<file path="src/rtl/kb_uart_ctrl.sv">
`default_nettype none
// ============================================================================
// Module   : kb_uart_ctrl
// Purpose  : Sequencer between the keyboard scan-code buffer and the UART
//            transmit FIFO. Pops one key code at a time and forwards the
//            ASCII equivalent supplied by the external key2ascii converter.
//            Writes wait while tx_full is high. Enter (0x0D) can be expanded
//            into CR+LF. A wrapping count of forwarded keys is kept.
//
// Optional : KB_HEX_ECHO_EN - when defined, each key is followed by the two
//            hex digits of its scan code and a space. HEX_UPPER selects
//            upper- or lower-case digits A-F.
//
// Ports    : clk           system clock, rising edge
//            reset         asynchronous reset, active low
//            kb_buf_empty  keyboard buffer empty flag
//            key_code      keyboard buffer head (first-word-fall-through)
//            ascii_code    key2ascii translation of key_code (combinational)
//            tx_full       UART TX FIFO full flag
//            rd_key_code   one-cycle pop strobe to the keyboard buffer
//            wr_uart       one-cycle write strobe to the UART TX FIFO
//            w_data        byte to the UART, valid while wr_uart=1
//            busy          high whenever the sequencer is not idle
//            key_count     number of keys fully forwarded, modulo 2^CNT_W
//
// Revision : 1.0 - initial release
// ============================================================================
module kb_uart_ctrl #(
    parameter int unsigned CRLF_EN   = 1,
`ifdef KB_HEX_ECHO_EN
    parameter int unsigned HEX_UPPER = 1,
`endif
    parameter int unsigned CNT_W     = 16
) (
    input  logic             clk,
    input  logic             reset,
    input  logic             kb_buf_empty,
    input  logic [7:0]       key_code,
    input  logic [7:0]       ascii_code,
    input  logic             tx_full,
    output logic             rd_key_code,
    output logic             wr_uart,
    output logic [7:0]       w_data,
    output logic             busy,
    output logic [CNT_W-1:0] key_count
);

    localparam logic [2:0] c_ST_IDLE     = 3'd0;
    localparam logic [2:0] c_ST_POP      = 3'd1;
    localparam logic [2:0] c_ST_SEND_CHR = 3'd2;
    localparam logic [2:0] c_ST_SEND_LF  = 3'd3;
    localparam logic [2:0] c_ST_DONE     = 3'd4;
`ifdef KB_HEX_ECHO_EN
    localparam logic [2:0] c_ST_HEX_HI   = 3'd5;
    localparam logic [2:0] c_ST_HEX_LO   = 3'd6;
    localparam logic [2:0] c_ST_SEP      = 3'd7;
    localparam logic [7:0] c_ASCII_SP    = 8'h20;
`endif

    localparam logic [7:0]       c_ASCII_CR = 8'h0D;
    localparam logic [7:0]       c_ASCII_LF = 8'h0A;
    localparam logic [CNT_W-1:0] c_CNT_ONE  = 1;

    logic [2:0]       state_q, state_d;
    logic [7:0]       kc_q, kc_d;
    logic [7:0]       ac_q, ac_d;
    logic [CNT_W-1:0] key_count_q, key_count_d;
    logic             rd_key_code_q, rd_key_code_d;
    logic             busy_q, busy_d;

    // State that follows the character (and the LF, when one is sent).
    logic [2:0]       w_after_text;

`ifdef KB_HEX_ECHO_EN
    assign w_after_text = c_ST_HEX_HI;

    function automatic logic [7:0] hex_digit(input logic [3:0] nib);
        logic [7:0] alpha_base;
        alpha_base = (HEX_UPPER != 0) ? 8'h41 : 8'h61;
        if (nib < 4'd10) begin
            hex_digit = 8'h30 + {4'h0, nib};
        end else begin
            hex_digit = alpha_base + {4'h0, nib - 4'd10};
        end
    endfunction
`else
    assign w_after_text = c_ST_DONE;

    // The scan code is latched for the hex echo only; without it the
    // latched value has no consumer.
    logic unused_kc;
    assign unused_kc = ^kc_q;
`endif

    // ------------------------------------------------------------------
    // State and registered outputs
    // ------------------------------------------------------------------
    always_ff @(posedge clk or negedge reset) begin
        if (!reset) begin
            state_q       <= c_ST_IDLE;
            kc_q          <= 8'h00;
            ac_q          <= 8'h00;
            key_count_q   <= '0;
            rd_key_code_q <= 1'b0;
            busy_q        <= 1'b0;
        end else begin
            state_q       <= state_d;
            kc_q          <= kc_d;
            ac_q          <= ac_d;
            key_count_q   <= key_count_d;
            rd_key_code_q <= rd_key_code_d;
            busy_q        <= busy_d;
        end
    end

    // ------------------------------------------------------------------
    // Next-state logic
    // ------------------------------------------------------------------
    always_comb begin
        state_d     = state_q;
        kc_d        = kc_q;
        ac_d        = ac_q;
        key_count_d = key_count_q;
        case (state_q)
            c_ST_IDLE: begin
                if (!kb_buf_empty) begin
                    state_d = c_ST_POP;
                end
            end
            c_ST_POP: begin
                // The buffer head is captured on the pop edge so later
                // changes on key_code/ascii_code cannot disturb the send.
                kc_d    = key_code;
                ac_d    = ascii_code;
                state_d = c_ST_SEND_CHR;
            end
            c_ST_SEND_CHR: begin
                if (!tx_full) begin
                    if ((CRLF_EN != 0) && (ac_q == c_ASCII_CR)) begin
                        state_d = c_ST_SEND_LF;
                    end else begin
                        state_d = w_after_text;
                    end
                end
            end
            c_ST_SEND_LF: begin
                if (!tx_full) begin
                    state_d = w_after_text;
                end
            end
`ifdef KB_HEX_ECHO_EN
            c_ST_HEX_HI: begin
                if (!tx_full) begin
                    state_d = c_ST_HEX_LO;
                end
            end
            c_ST_HEX_LO: begin
                if (!tx_full) begin
                    state_d = c_ST_SEP;
                end
            end
            c_ST_SEP: begin
                if (!tx_full) begin
                    state_d = c_ST_DONE;
                end
            end
`endif
            c_ST_DONE: begin
                key_count_d = key_count_q + c_CNT_ONE;
                state_d     = c_ST_IDLE;
            end
            default: begin
                state_d = c_ST_IDLE;
            end
        endcase
    end

    // ------------------------------------------------------------------
    // Output logic. rd_key_code and busy are registered from the next
    // state so they line up with the state they describe; wr_uart and
    // w_data are decoded directly so a write can follow tx_full at once.
    // ------------------------------------------------------------------
    always_comb begin
        rd_key_code_d = (state_d == c_ST_POP);
        busy_d        = (state_d != c_ST_IDLE);
        wr_uart       = 1'b0;
        w_data        = 8'h00;
        case (state_q)
            c_ST_SEND_CHR: begin
                w_data  = ac_q;
                wr_uart = !tx_full;
            end
            c_ST_SEND_LF: begin
                w_data  = c_ASCII_LF;
                wr_uart = !tx_full;
            end
`ifdef KB_HEX_ECHO_EN
            c_ST_HEX_HI: begin
                w_data  = hex_digit(kc_q[7:4]);
                wr_uart = !tx_full;
            end
            c_ST_HEX_LO: begin
                w_data  = hex_digit(kc_q[3:0]);
                wr_uart = !tx_full;
            end
            c_ST_SEP: begin
                w_data  = c_ASCII_SP;
                wr_uart = !tx_full;
            end
`endif
            default: begin
                wr_uart = 1'b0;
                w_data  = 8'h00;
            end
        endcase
    end

    assign rd_key_code = rd_key_code_q;
    assign busy        = busy_q;
    assign key_count   = key_count_q;

endmodule
`default_nettype wire
</file>
<file path="config.mk">
export PLATFORM = sky130hd
export DESIGN_NAME = kb_uart_ctrl
export DESIGN_NICKNAME = d
export VERILOG_FILES = /design/src/rtl/kb_uart_ctrl.sv
export SDC_FILE = /design/constraint.sdc
export NUM_CORES = 1
export LEC_CHECK = 0
export CORE_MARGIN = 2
export CORE_UTILIZATION = 35
export CTS_BUF_LIST = sky130_fd_sc_hd__clkbuf_4
export CTS_CLUSTER_DIAMETER = 30
export CTS_CLUSTER_SIZE = 16
export DETAILED_ROUTE_END_ITERATION = 6
export GPL_ROUTABILITY_DRIVEN = 0
export GPL_TIMING_DRIVEN = 0
export HOLD_SLACK_MARGIN = 0.15
export PLACE_DENSITY_LB_ADDON = 0.25
export SYNTH_ARGS = -nofsm -noshare
export SYNTH_HDL_FRONTEND = slang
export SYNTH_SLANG_ARGS = --single-unit
export TNS_END_PERCENT = 1
</file>
<file path="constraint.sdc">
create_clock -name clk -period 3.2 [get_ports clk]
set_input_delay 0.64 -clock clk [delete_from_list [all_inputs] [get_ports clk]]
set_output_delay 0.64 -clock clk [all_outputs]
set_load 0.1 [all_outputs]
</file>
==> impl_summary.md <==
Power and ir drop
The overall power is 0.00171 W. The power per cell area is 953 nW/um2. The leakage dissipation is 0.829 nW.

The maximum resistive drop on vdd is 686 uV.

Clock tree
Clock-pin slew was measured on the worst setup and hold paths at 0.09 ns. After clock tree synthesis, the setup repair step added 0 buffers. The clock reaches the later pin of the worst-skew pair after 0.32 ns. The number of hold buffers added after CTS was 0. The number of buffers between clock root and the deepest sink is 2. The root buffer cell chosen for the clock tree is clkbuf_4. The H-tree generated during clock tree synthesis spans 2 levels. The CTS buffer count is 5. For this design, the sink count on the clock tree is 29.

The TritonCTS clock tree is built.

Drt
Wire segments on met2 add up to 1160 um in the final route. The detailed router put a total of 1140 um of wire on met1. The highest layer used for signal routing is met4. The total DRC errors in the routed layout is 0. The detailed-routed wire length on met3 is 105 um. The number of DRC markers after the initial detailed-route iteration is 39. The routed via count divided by cell count is 4.65.

The detailed-routing iteration count for the pre-antenna-repair pass is 4. The final layout contains routed wiring with a total length of 2450 um. For this block, the via count after detailed routing is 943.

After detailed routing, the average wire length per cell comes to 12.1 um. The detail route stage leaves a number of antenna-violating nets equal to 0.

Logic synthesis
The synthesized-area fraction occupied by and/or/nand/nor cells is 0.226. For this run, the number of Yosys warnings is 0. Of the total synthesized cell area, the portion taken by full adders, half adders and majority gates is 0.00962. Of the total synthesized cell area, the portion taken by XOR and XNOR cells is 0.101. The post-synthesis average cell area is 11.9 um2.

The share of synthesized area in the top cell type comes to 0.558. After synthesis the netlist holds a flip-flop and latch count of 29. By area the synthesized netlist is led by dfrtp_1 (56%), mux2_2 (7.8%), xor2_1 (6.7%). The complex-gate fraction of the synthesized area is 0.0192. The post-synthesis net count is 130. The number of distinct standard cells referenced by the synthesized netlist is 25. After synthesis the cells add up to 1300 um2. Of the post-synthesis cell area, the part taken by muxes is 0.0779. The dominant cell type by area after synthesis is dfrtp_1. Of the synthesized area, sequential elements account for 0.558.

The combinational family with the most area after synthesis is simple AND/OR/NAND/NOR gates. In the synthesized netlist, the number of instances is 109.

Global routing
The overall routing resource usage is 0.135. The residual overflow from global routing is 0. The number of antenna violations at the first check in global routing is 0.

Entering global routing, the biggest net connects 30 pins. The number of global-route vias before repair was 966. The global-route wire length before repair is 4280 um.

Floorplanning
The number of I/O pins is 47. The count of standard-cell rows is 22. From left edge to right edge, the die measures 65.0 um. The area of the die is 4220 um2. The standard cell core area is 3610 um2. The die is 65.0 um tall.

The initial standard-cell utilization of the core is 0.361.

STA
In the post-route analysis, the smallest setup slack over all paths is 0.162 ns. The maximum clock frequency is 329 MHz. The clock arrives with 0.00556 ns of skew.

The hold violation total from the final report was 0. In the final timing run, aggregate negative setup slack is 0 ns. The max-slew violation total from the final report is 0. Setup repair after global routing left no endpoint under its margin. The slew at the pin closest to its max-slew limit is 0.977 ns. Dividing the final minimum period by the clock period gives 0.949. The final count of negative-setup-slack endpoints is 0. The minimum clock period after layout is 3.04 ns. The worst pin sits at a relative slew slack of 0.347.

Min path
The worst hold-check path type is in2async.

Critical path
The nature of the critical path startpoint is an input port. The setup path with the least slack is of type in2out. At the worst endpoint, the required time is 2.56 ns. The kind of capture point of the worst setup path is an output pin.

Of all nets on the critical path, the largest fanout is 5. Data on the critical path arrives at its endpoint at 2.40 ns.

Place
Before CTS, the worst setup slack after placement is 0.166 ns. The number of port buffers is 38. The placed wire-length estimate is 1780 um. In this run the cell area measured after placement is 1740 um2.

Finish
The area overhead of the layout relative to synthesis is 37.5%. In the final design database the tool counted 175 nets. The number of antenna diodes is 0. The layout filler cell count is 336. The layout cell share with drive strength beyond 1 is 0.148. The register cell area after layout is 726 um2. The finished cells cover 1790 um2. The multi-input gate area in the final layout is 564 um2.

The utilization after layout is 0.496.

Status
The flow ran to the end, and the final reports show no timing, DRC or antenna violations.

Job
The number of maximum-capacitance violations is 0.
final timing paths:
kind | endpoint | slack, ns | cells past startpoint | start
min in group clk | key_count[15] | 0.47 | 1 | key_count[15]
hold reg to reg | key_count[15] | 0.47 | 1 | key_count[15]
max in group asynchronous | key_count[4] | 2.47 | 1 | reset
setup / recovery | wr_uart | 0.16 | 3 | tx_full
setup reg to reg | ac_q[6] | 1.71 | 2 | state_q[0]
hold / removal | key_count[15] | 0.32 | 1 | reset
Yosys cell counts, drive strengths merged:
cell type	instances
xor2	10
mux2	9
and3	2
inv	3
xnor2	5
nor3	2
ha	1
nor2	17
o21bai	2
and4bb	1
and2	8
nand4	3
and4	1
nor4bb	1
dfrtp	29
nor4b	1
nor3b	1
nor4	1
nand3	3
a21oi	2
nand2	6
nand2b	1
kinds of logic (layout without fill, tap and decap cells):
logic type	after synthesis	after routing
AO/OA/AOI/OAI	4	4
XOR/XNOR	15	15
adder cells (fa/ha/maj)	1	1
buffers and inverters	3	49
flip-flops	29	29
multiplexers	9	9
AND/OR/NAND/NOR	48	48
where the power goes:
part / switching [W] / internal (W)
Sequential: 0.000100 / 0.000468
Clock: 0.000121 / 0.000113
Combinational: 0.000654 / 0.000250
Total: 0.000875 / 0.000831
state kept, by name (all words and copies together), names as in the netlist:
signal,count
ac_q,8
busy,1
rd_key_code,1
key_count,16
state_q,3
metrics by stage:
stage | hold slack (ns) | cells
floorplan | 0.344 | 109
global placement | 0.457 | 195
detailed placement | 0.467 | 195
CTS | 0.479 | 203
global route | 0.369 | 203
finish | 0.321 | 203
final cells by class:
class,count,share of cell area
Sequential cell,29,0.406
Tap cell,48,0.0336
Inverter,3,0.00629
Multi-Input combinational cell,77,0.315
Timing Repair Buffer,38,0.206
Clock buffer,8,0.0336
placed cells by master, fill, tap and decap left out, types with 2 or more instances in the layout:
master / count
xnor2_1: 5
dfrtp_1: 29
xor2_1: 10
nor2_1: 17
and3_1: 2
a21oi_1: 2
clkbuf_4: 8
dlygate4sd2_1: 6
inv_1: 3
nand3_1: 3
o21bai_1: 2
and2_1: 8
nand2_1: 6
mux2_2: 9
clkdlybuf4s50_1: 31
critical path: stages:
cell,delay (ns)
clkdlybuf4s50_1,0.48
nor2_1,0.14
clkdlybuf4s50_1,1.14
repair_timing:
item                                   in CTS  in global routing
endpoints found under the hold margin       0                  0
setup endpoints to repair                   6                  0
resized for setup                           6                  0
metal layers:
layer / vias to the layer above / global-route usage
met5: - / 0
li1: 457 / -
met2: 30 / 0.223
met1: 450 / 0.155
met4: 0 / 0.0798
met3: 6 / 0.0382
(Power assumes the default switching activity.)
